$ cat src/rtl/im_arb_pkg.sv
// Shared types and constants for the instruction-memory access arbiter.
// Arbiter state encoding, IM write-enable codes and IM word geometry.
package im_arb_pkg;

  typedef enum logic [1:0] {
    ST_RUN       = 2'd0,
    ST_BIST      = 2'd1,
    ST_BIST_EXIT = 2'd2
  } arb_state_e;

  localparam logic [1:0] IM_WEN_WR   = 2'b01;
  localparam logic [1:0] IM_WEN_NONE = 2'b00;

  localparam int IM_ADR_W = 14;
  localparam int IM_INS_W = 34;

endpackage

$ cat src/rtl/im_rsp_pipe.sv
// {valid, tag} delay line that tracks IM reads until their data arrives.
// busy_o reports any stage holding a live read.
module im_rsp_pipe #(
  parameter int DEPTH = 1,
  parameter int TAG_W = 12
) (
  input  logic             clk,
  input  logic             rst,
  input  logic             vld_i,
  input  logic [TAG_W-1:0] tag_i,
  output logic             vld_o,
  output logic [TAG_W-1:0] tag_o,
  output logic             busy_o
);

  logic [DEPTH-1:0]            vld_q;
  logic [DEPTH-1:0][TAG_W-1:0] tag_q;

  always_ff @(posedge clk or negedge rst) begin
    if (!rst) begin
      vld_q <= '0;
      tag_q <= '0;
    end else begin
      vld_q[0] <= vld_i;
      tag_q[0] <= tag_i;
      for (int i = 1; i < DEPTH; i++) begin
        vld_q[i] <= vld_q[i-1];
        tag_q[i] <= tag_q[i-1];
      end
    end
  end

  assign vld_o  = vld_q[DEPTH-1];
  assign tag_o  = tag_q[DEPTH-1];
  assign busy_o = |vld_q;

endmodule

$ cat src/rtl/im_access_arbiter.sv
// Shares the fetch-stage instruction memory between fetch (priority) and the
// instruction loader, with loader anti-starvation, BIST lockout and tagged read return.
module im_access_arbiter
  import im_arb_pkg::*;
#(
  parameter int STARVE_MAX = 8,
  parameter int RD_LAT     = 1,
  parameter int TAG_W      = 12
) (
  input  logic                clk,
  input  logic                rst,
  input  logic                fch_req_i,
  input  logic [IM_ADR_W-1:0] fch_adr_i,
  input  logic [TAG_W-1:0]    fch_tag_i,
  output logic                fch_ack_o,
  input  logic                ld_req_i,
  input  logic [IM_ADR_W-1:0] ld_adr_i,
  input  logic [IM_INS_W-1:0] ld_data_i,
  output logic                ld_ack_o,
  input  logic                bist_mode_i,
  output logic [IM_ADR_W-1:0] im_adr_o,
  output logic [IM_INS_W-1:0] im_wdata_o,
  output logic [1:0]          im_wen_o,
  output logic                im_rd_o,
  input  logic [IM_INS_W-1:0] im_ins_i,
  output logic                rsp_vld_o,
  output logic [TAG_W-1:0]    rsp_tag_o,
  output logic [IM_INS_W-1:0] rsp_ins_o,
  output logic                busy_o
);

  localparam logic [7:0] STARVE_LIM = 8'(STARVE_MAX);

  arb_state_e          state_q, state_d;
  logic [7:0]          starve_q, starve_d;
  logic [IM_ADR_W-1:0] adr_q, adr_d;
  logic [IM_INS_W-1:0] wdata_q, wdata_d;
  logic [1:0]          wen_q, wen_d;
  logic                rd_q, rd_d;
  logic [TAG_W-1:0]    rd_tag_q, rd_tag_d;

  logic                fch_ack;
  logic                ld_ack;
  logic                starved;
  logic                pipe_vld;
  logic [TAG_W-1:0]    pipe_tag;
  logic                pipe_busy;

  assign starved = ld_req_i && (starve_q == STARVE_LIM);

  // Acks are gated by rst so nothing is granted while reset is held.
  always_comb begin
    state_d = state_q;
    fch_ack = 1'b0;
    ld_ack  = 1'b0;
    case (state_q)
      ST_RUN: begin
        if (rst && !bist_mode_i) begin
          fch_ack = fch_req_i && !starved;
          ld_ack  = ld_req_i && !fch_ack;
        end
      end
      ST_BIST:      state_d = ST_BIST_EXIT;
      ST_BIST_EXIT: state_d = ST_RUN;
      default:      state_d = ST_RUN;
    endcase
    if (bist_mode_i) begin
      state_d = ST_BIST;
    end
  end

  always_comb begin
    starve_d = starve_q;
    if (!ld_req_i || ld_ack) begin
      starve_d = '0;
    end else if (starve_q != STARVE_LIM) begin
      starve_d = starve_q + 8'd1;
    end
  end

  // Address and write data hold when idle; strobes drop every non-grant cycle.
  always_comb begin
    adr_d    = adr_q;
    wdata_d  = wdata_q;
    wen_d    = IM_WEN_NONE;
    rd_d     = 1'b0;
    rd_tag_d = rd_tag_q;
    if (fch_ack) begin
      adr_d    = fch_adr_i;
      rd_d     = 1'b1;
      rd_tag_d = fch_tag_i;
    end else if (ld_ack) begin
      adr_d   = ld_adr_i;
      wdata_d = ld_data_i;
      wen_d   = IM_WEN_WR;
    end
  end

  always_ff @(posedge clk or negedge rst) begin
    if (!rst) begin
      state_q  <= ST_RUN;
      starve_q <= '0;
      adr_q    <= '0;
      wdata_q  <= '0;
      wen_q    <= IM_WEN_NONE;
      rd_q     <= 1'b0;
      rd_tag_q <= '0;
    end else begin
      state_q  <= state_d;
      starve_q <= starve_d;
      adr_q    <= adr_d;
      wdata_q  <= wdata_d;
      wen_q    <= wen_d;
      rd_q     <= rd_d;
      rd_tag_q <= rd_tag_d;
    end
  end

  // Fed from the strobe register, so the pipe output lines up with IM read data.
  im_rsp_pipe #(
    .DEPTH (RD_LAT),
    .TAG_W (TAG_W)
  ) u_rsp_pipe (
    .clk    (clk),
    .rst    (rst),
    .vld_i  (rd_q),
    .tag_i  (rd_tag_q),
    .vld_o  (pipe_vld),
    .tag_o  (pipe_tag),
    .busy_o (pipe_busy)
  );

  assign fch_ack_o  = fch_ack;
  assign ld_ack_o   = ld_ack;
  assign im_adr_o   = adr_q;
  assign im_wdata_o = wdata_q;
  assign im_wen_o   = wen_q;
  assign im_rd_o    = rd_q;
  assign rsp_vld_o  = pipe_vld;
  assign rsp_tag_o  = pipe_vld ? pipe_tag : '0;
  assign rsp_ins_o  = pipe_vld ? im_ins_i : '0;
  assign busy_o     = (state_q != ST_RUN) || rd_q || pipe_busy;

endmodule

$ cat config.mk
export PLATFORM = sky130hd
export DESIGN_NAME = im_access_arbiter
export DESIGN_NICKNAME = d
export VERILOG_FILES = /design/src/rtl/im_arb_pkg.sv /design/src/rtl/im_rsp_pipe.sv /design/src/rtl/im_access_arbiter.sv
export SDC_FILE = /design/constraint.sdc
export NUM_CORES = 1
export LEC_CHECK = 0
export CORE_MARGIN = 4
export CORE_UTILIZATION = 42
export DETAILED_ROUTE_END_ITERATION = 10
export GPL_ROUTABILITY_DRIVEN = 0
export HOLD_SLACK_MARGIN = 0.03
export PLACE_DENSITY = 0.93
export RECOVER_POWER = 50
export SYNTH_ARGS = -nofsm -noshare
export SYNTH_HDL_FRONTEND = slang
export SYNTH_SLANG_ARGS = --single-unit
$ cat constraint.sdc
create_clock -name clk -period 3.2 [get_ports clk]
set_input_delay 0.64 -clock clk [delete_from_list [all_inputs] [get_ports clk]]
set_output_delay 0.64 -clock clk [all_outputs]
set_load 0.005 [all_outputs]
# Yosys cells after proc, flatten, opt, wreduce, memory -nomap -nowiden
# Cells that the tools add are included.
dict set report classes {
  reduce_logical 16
  eq_ne 4
  mux 15
  add_sub_neg 1
  n_bitwise 1
}
# op n
set ops {}
lappend ops {{$mux W34} 1}
lappend ops {{$mux W14} 2}
lappend ops {{$mux W8} 2}
lappend ops {{$mux W12} 1}
lappend ops {{$add A8 B1 Y8 const B} 1}
lappend ops {{$eq A8 B4 Y1 const B} 1}
lappend ops {{$ne A8 B4 Y1 const B} 1}
lappend ops {{$mux W1} 7}
lappend ops {{$reduce_bool A2 Y1} 3}
lappend ops {{$logic_and A1 B1 Y1} 4}
lappend ops {{$logic_not A1 Y1} 4}
lappend ops {{$pmux W2 S2} 1}
lappend ops {{$logic_or A1 B1 Y1} 3}
lappend ops {{$eq A2 B1 Y1 const B} 1}
lappend ops {{$logic_not A2 Y1} 1}
lappend ops {{$mux W2} 1}
lappend ops {{$ne A2 B2 Y1 const B} 1}
lappend ops {{$reduce_and A2 Y1} 1}
lappend ops {{$not A1 Y1} 1}
dict set report totals {
  output_inout_bits 101
  wordCells 46
  ff_bits 86
  inputBits 113
}

# Logic depth before layout (Yosys ltp)
dict set report logic_depth {
  depth_word 10
  mapped_depth 8
  depth_no_buf 7
}

# Hierarchy
# A second synthesis with hierarchy kept.
dict set report hier_totals {
  hier_cells 269
  area_unflattened_um2 3594.7
}
# mod cells_per_inst n_inst seq_area_each_um2 area_each_um2
set modules_own_cells {}
lappend modules_own_cells {im_access_arbiter 255 1 1801.7 3261.9}
lappend modules_own_cells {im_rsp_pipe 14 1 325.3 332.8}

# Least setup slack after synthesis
# Ideal clock, no wire load.
dict set report synth_path {
  kind {input-to-output}
  from {in bist_mode_i}
  to {out ld_ack_o}
  cell_stages 5
  path_slack_ns 1.072
  t_arrival_ns 1.488
  n_path_buf 1
  required_time_ns 2.560
  path_cell_list {nor4b_4 and2_2 nand2_4 inv_6 buf_12}
}
dict set report synth_between {
  elab_chain_cells 4
}
# item line_no
set synth_rtl {}
lappend synth_rtl {{start: declaration} im_access_arbiter.sv:20} ;# input logic bist_mode_i,
lappend synth_rtl {{$logic_not A1 Y1} im_access_arbiter.sv:58} ;# if (rst && !bist_mode_i) begin
lappend synth_rtl {{$logic_and A1 B1 Y1} im_access_arbiter.sv:58}
lappend synth_rtl {{$mux W1} im_access_arbiter.sv:58}
lappend synth_rtl {{$mux W1} im_access_arbiter.sv:56} ;# case (state_q)
lappend synth_rtl {{end: declaration} im_access_arbiter.sv:19} ;# output logic ld_ack_o,
# Every way passes these cells.

# Final worst setup path
dict set report layout_path {
  from {in ld_req_i}
  to {out fch_ack_o}
}
dict set report layout_between {
  elab_chain_cells 5
}
# item line_no
set layout_rtl {}
lappend layout_rtl {{start: declaration} im_access_arbiter.sv:16} ;# input logic ld_req_i,
lappend layout_rtl {{$logic_and A1 B1 Y1} im_access_arbiter.sv:49} ;# assign starved = ld_req_i && (starve_q == STARVE_LIM);
lappend layout_rtl {{$logic_not A1 Y1} im_access_arbiter.sv:59} ;# fch_ack = fch_req_i && !starved;
lappend layout_rtl {{$logic_and A1 B1 Y1} im_access_arbiter.sv:59}
lappend layout_rtl {{$mux W1} im_access_arbiter.sv:58}
lappend layout_rtl {{$mux W1} im_access_arbiter.sv:56}
lappend layout_rtl {{end: declaration} im_access_arbiter.sv:15} ;# output logic fch_ack_o,
# Every way passes these cells.

==> metrics.txt <==
# TYPE chip_impl_metric gauge
chip_impl_metric{name="worstPathArrival",unit="ns"} 2.35
chip_impl_info{name="status",value="complete, no violations"} 1
chip_impl_metric{name="detailedPlacementHpwl",unit="um"} 8217
chip_impl_metric{name="register_area",unit="sq um"} 2127
chip_impl_metric{name="clk_pin_slew",unit="ns"} 0.08
chip_impl_info{name="worstHoldStart",value="rd_tag_q[11]$_DFFE_PN0P_"} 1
chip_impl_metric{name="initial_utilization",unit="%"} 43.58
chip_impl_metric{name="leakage_power_of_the_design",unit="nW"} 2.673
chip_impl_metric{name="row_count",unit=""} 34
chip_impl_metric{name="postCtsResizedCells",unit=""} 0
chip_impl_info{name="cts-root-buf",value="sky130_fd_sc_hd__clkbuf_8"} 1
chip_impl_metric{name="design.final.nets",unit=""} 598
chip_impl_metric{name="final-instance-count-excl-fill",unit=""} 596
chip_impl_info{name="cp_cell_sequence",value="clkdlybuf4s50_1 -> nor4b_4 -> a21boi_2 -> nand2_4 -> inv_2 -> clkdlybuf4s50_1"} 1
chip_impl_metric{name="post_cts.repair.setup_buffers",unit=""} 0
chip_impl_metric{name="coreArea",unit="sq um"} 8763
chip_impl_metric{name="post-route-min-period",unit="ns"} 2.986
chip_impl_info{name="post_synth_main_area_contributors",value="sky130_fd_sc_hd__dfrtp_1 56%, sky130_fd_sc_hd__mux2_4 15%, sky130_fd_sc_hd__and2_1 7.7%"} 1
chip_impl_info{name="yosys.area.top_type",value="sky130_fd_sc_hd__dfrtp_1"} 1
chip_impl_metric{name="die_height",unit="um"} 103.4
chip_impl_metric{name="ctsLongestPathBuffers",unit=""} 2
chip_impl_metric{name="first_global_vias",unit=""} 3143
chip_impl_metric{name="aggregate_global_route_resource_usage",unit="%"} 19.42
chip_impl_metric{name="postSynthRegisterBits",unit=""} 85
chip_impl_metric{name="synthesis.instances",unit=""} 267
chip_impl_metric{name="power_density",unit="nW/um^2"} 481.3
chip_impl_info{name="crit_path_slowest_cell",value="sky130_fd_sc_hd__clkdlybuf4s50_1"} 1
chip_impl_metric{name="dr_total_vias",unit=""} 2887
chip_impl_metric{name="post_route_setup_tns",unit="ns"} 0
chip_impl_metric{name="setup_skew_after_layout",unit="ns"} 0.01766
chip_impl_metric{name="grt_overflow_total",unit=""} 0
chip_impl_metric{name="dp_cells",unit=""} 580
chip_impl_metric{name="synth_top_area_share",unit="%"} 55.70
chip_impl_metric{name="wire_length_of_the_first_global_routing_pass",unit="um"} 15790
chip_impl_metric{name="drtPass1Iterations",unit=""} 4
chip_impl_metric{name="worst-path-max-fanout",unit=""} 15
chip_impl_metric{name="vdd_ir_drop_max",unit="V"} 0.0003104
chip_impl_metric{name="drt.antenna.violating_nets",unit=""} 0
chip_impl_metric{name="total_area_of_multi_input_combinational_cells",unit="sq um"} 1549
chip_impl_metric{name="max_slew_margin",unit="%"} 4.848
chip_impl_metric{name="ctsHtreeMaxLevel",unit=""} 3
chip_impl_metric{name="seq_total_area_yosys",unit="%"} 55.70
chip_impl_metric{name="cts_num_sinks",unit=""} 85
chip_impl_metric{name="cpPeakStageDelay",unit="ns"} 0.55
chip_impl_info{name="critical-path-top-cell-by-count",value="sky130_fd_sc_hd__clkdlybuf4s50_1"} 1
chip_impl_metric{name="clock_insertion_delay_worst_skew",unit="ns"} 0.34
chip_impl_info{name="critical_path.startpoint_type",value="input port"} 1
chip_impl_metric{name="avgSynthCellArea",unit="sq um"} 14.30
chip_impl_metric{name="cp_data_required_time",unit="ns"} 2.56
chip_impl_metric{name="max_cap_viol_count",unit=""} 0
chip_impl_info{name="setup.worst_path.end_class",value="output port"} 1
chip_impl_metric{name="layout.filler_cells",unit=""} 615
chip_impl_metric{name="avg_vias_per_cell",unit=""} 4.844
chip_impl_metric{name="synth_nets",unit=""} 382
chip_impl_metric{name="setup_violations",unit=""} 0
chip_impl_metric{name="drt_drc_violations_left",unit=""} 0
chip_impl_metric{name="share_of_cells_above_drive_strength_1",unit="%"} 19.26
chip_impl_info{name="crit_start",value="ld_req_i"} 1
chip_impl_metric{name="largest_net_degree_at_the_start_of_global_routing",unit=""} 59
chip_impl_metric{name="synthDistinctLibCells",unit=""} 38
chip_impl_info{name="hold_class",value="flop to flop"} 1
chip_impl_metric{name="count_of_hold_buffers_inserted_by_post_cts_repair",unit=""} 0
chip_impl_metric{name="pwr_total",unit="W"} 0.002985
chip_impl_metric{name="routed_wl",unit="um"} 10520
chip_impl_metric{name="post_synth_instance_area",unit="sq um"} 3819
chip_impl_metric{name="insertedDiodeCount",unit=""} 0
chip_impl_info{name="reg2reg_from",value="starve_q[0]$_DFFE_PN0P_"} 1
chip_impl_metric{name="detail_route.iter0.violations",unit=""} 77
chip_impl_metric{name="timing.fmax",unit="MHz"} 334.9
chip_impl_metric{name="max_slew.worst_pin.slew",unit="ns"} 1.427
chip_impl_metric{name="io-pin-count",unit=""} 214
chip_impl_metric{name="finalCritPeriodShare",unit="%"} 93.31
chip_impl_metric{name="drv_slew",unit=""} 0
chip_impl_metric{name="synthesis.yosys.warnings",unit=""} 0
chip_impl_metric{name="die_w",unit="um"} 103.4
chip_impl_metric{name="hold_viol_final",unit=""} 0
chip_impl_metric{name="fin_area",unit="sq um"} 6202
chip_impl_info{name="worstSetupPathType",value="input port to output port"} 1
chip_impl_metric{name="post_dp_cell_area",unit="sq um"} 6011
chip_impl_metric{name="cts_inserted_buffers",unit=""} 9
chip_impl_metric{name="synthToLayoutAreaGrowth",unit="%"} 62.42
chip_impl_metric{name="design.die.area",unit="sq um"} 10680
chip_impl_info{name="rsz_0062_raised_after_global_routing",value="no"} 1
chip_impl_metric{name="avgRoutedWirePerCell",unit="um"} 17.65
chip_impl_info{name="clock_tree_from_tritoncts",value="built"} 1
chip_impl_metric{name="grt_antenna_before_repair",unit=""} 0
chip_impl_metric{name="placement.io_buffers",unit=""} 212
## worst paths after layout
path / slack, ns / endpoint / cells after the start
setup / recovery: 0.21 / fch_ack_o / 6
hold / removal: 0.38 / u_rsp_pipe.tag_o[11]$_DFF_PN0_ / 0
setup reg to reg: 0.89 / im_wdata_o[31]$_DFFE_PN0P_ / 8
hold reg to reg: 0.38 / u_rsp_pipe.tag_o[11]$_DFF_PN0_ / 0
max in group asynchronous: 1.03 / u_rsp_pipe.tag_o[9]$_DFF_PN0_ / 3
min in group asynchronous: 0.46 / im_adr_o[0]$_DFFE_PN0P_ / 2
## cells by family after synthesis
| group | synth area share, % |
|---|---|
| adders and majority gates | 0.6552 |
| AOI/OAI and AO/OA | 5.734 |
| other | 0.09820 |
| DFF | 55.70 |
| buffers and inverters | 3.735 |
| and+or+nand+nor | 15.40 |
| muxes | 17.30 |
| xor gates and xnor gates | 1.376 |
## cells in the final DEF, fill, tap and decap left out, drive strengths merged
master | netlist | layout
clkinv | 0 | 4
or4b | 1 | 1
conb | 1 | 1
o211ai | 1 | 1
nand2b | 3 | 3
a311oi | 1 | 1
nand3 | 4 | 4
o221a | 14 | 14
or2b | 11 | 11
nor4b | 2 | 2
a21boi | 1 | 1
bufinv | 0 | 1
nor2 | 6 | 6
nor3 | 1 | 1
nor4bb | 1 | 1
xor2 | 2 | 2
o21ai | 3 | 3
dlygate4sd3 | 0 | 34
nor3b | 1 | 1
o32ai | 1 | 1
clkbuf | 7 | 11
and3 | 1 | 1
buf | 7 | 6
or4 | 1 | 1
mux2 | 46 | 46
clkdlybuf4s50 | 0 | 177
xnor2 | 4 | 4
dfrtp | 85 | 85
clkinvlp | 0 | 1
and2 | 48 | 48
nand2 | 5 | 5
inv | 6 | 7
ha | 2 | 2
a21bo | 1 | 1
## through the flow
| step | setup WS (ns) | hold slack (ns) | utilization, % |
|---|---|---|---|
| after floorplan | 1.072 | 0.3444 | - |
| after global placement | 0.2288 | 0.3570 | 68.59 |
| after detailed placement | 0.2118 | 0.3599 | 68.59 |
| after CTS | 0.1976 | 0.3246 | 70.85 |
| after global routing | 0.1199 | 0.3954 | 70.77 |
| final | 0.2140 | 0.3796 | 70.77 |
## state kept, by name, indices dropped and copies added, names as in the netlist
register,cells
im_wdata_o,34
im_adr_o,14
rd_tag_q,12
u_rsp_pipe.tag_o,12
starve_q,8
state_q,2
im_rd_o,1
im_wen_o,1
u_rsp_pipe.busy_o,1
## layout make-up
cell class	count	share of cell area [%]
Clock buffer	9	1.997
Timing Repair Buffer	219	34.92
Inverter	6	0.4438
Tap cell	108	2.179
Sequential cell	85	34.29
Multi-Input combinational cell	162	24.97
Clock inverter	7	1.190
## Yosys cell counts (all sizes together)
library cell and number:
dfrtp 85, o221a 14, conb 1, and2 48
clkbuf 7, nor4b 2, o21ai 3, nor2 6
o32ai 1, o211ai 1, a311oi 1, nand2b 3
and3 1, a21bo 1, nand3 4, xor2 2
nor3b 1, or4b 1, mux2 46, or2b 11
nand2 5, nor4bb 1, nor3 1, xnor2 4
a21boi 1, or4 1, buf 7, inv 6
ha 2
## layer usage
layer,wire length [um],part of all wire [%],track usage (%)
met1,3777,36,21.23
met2,5474,52,35.29
met3,1117,11,7.042
met4,148,1.4,5.378
met5,0,0,0
## worst max-delay path, delay by kind of cell
kind | cells | cell delay (ns)
buffers and inverters | 3 | 1.09
AND/OR/NAND/NOR | 2 | 0.48
AO/OA/AOI/OAI | 1 | 0.13
## power breakdown
group          switching [W]  total (W)  leakage, nW  internal, W
logic               0.000222   0.000809         1.53     0.000587
clock network       0.000389   0.000753       0.0996     0.000364
registers           0.000123    0.00142         1.04      0.00130
Power figures use the tool's default switching activity.
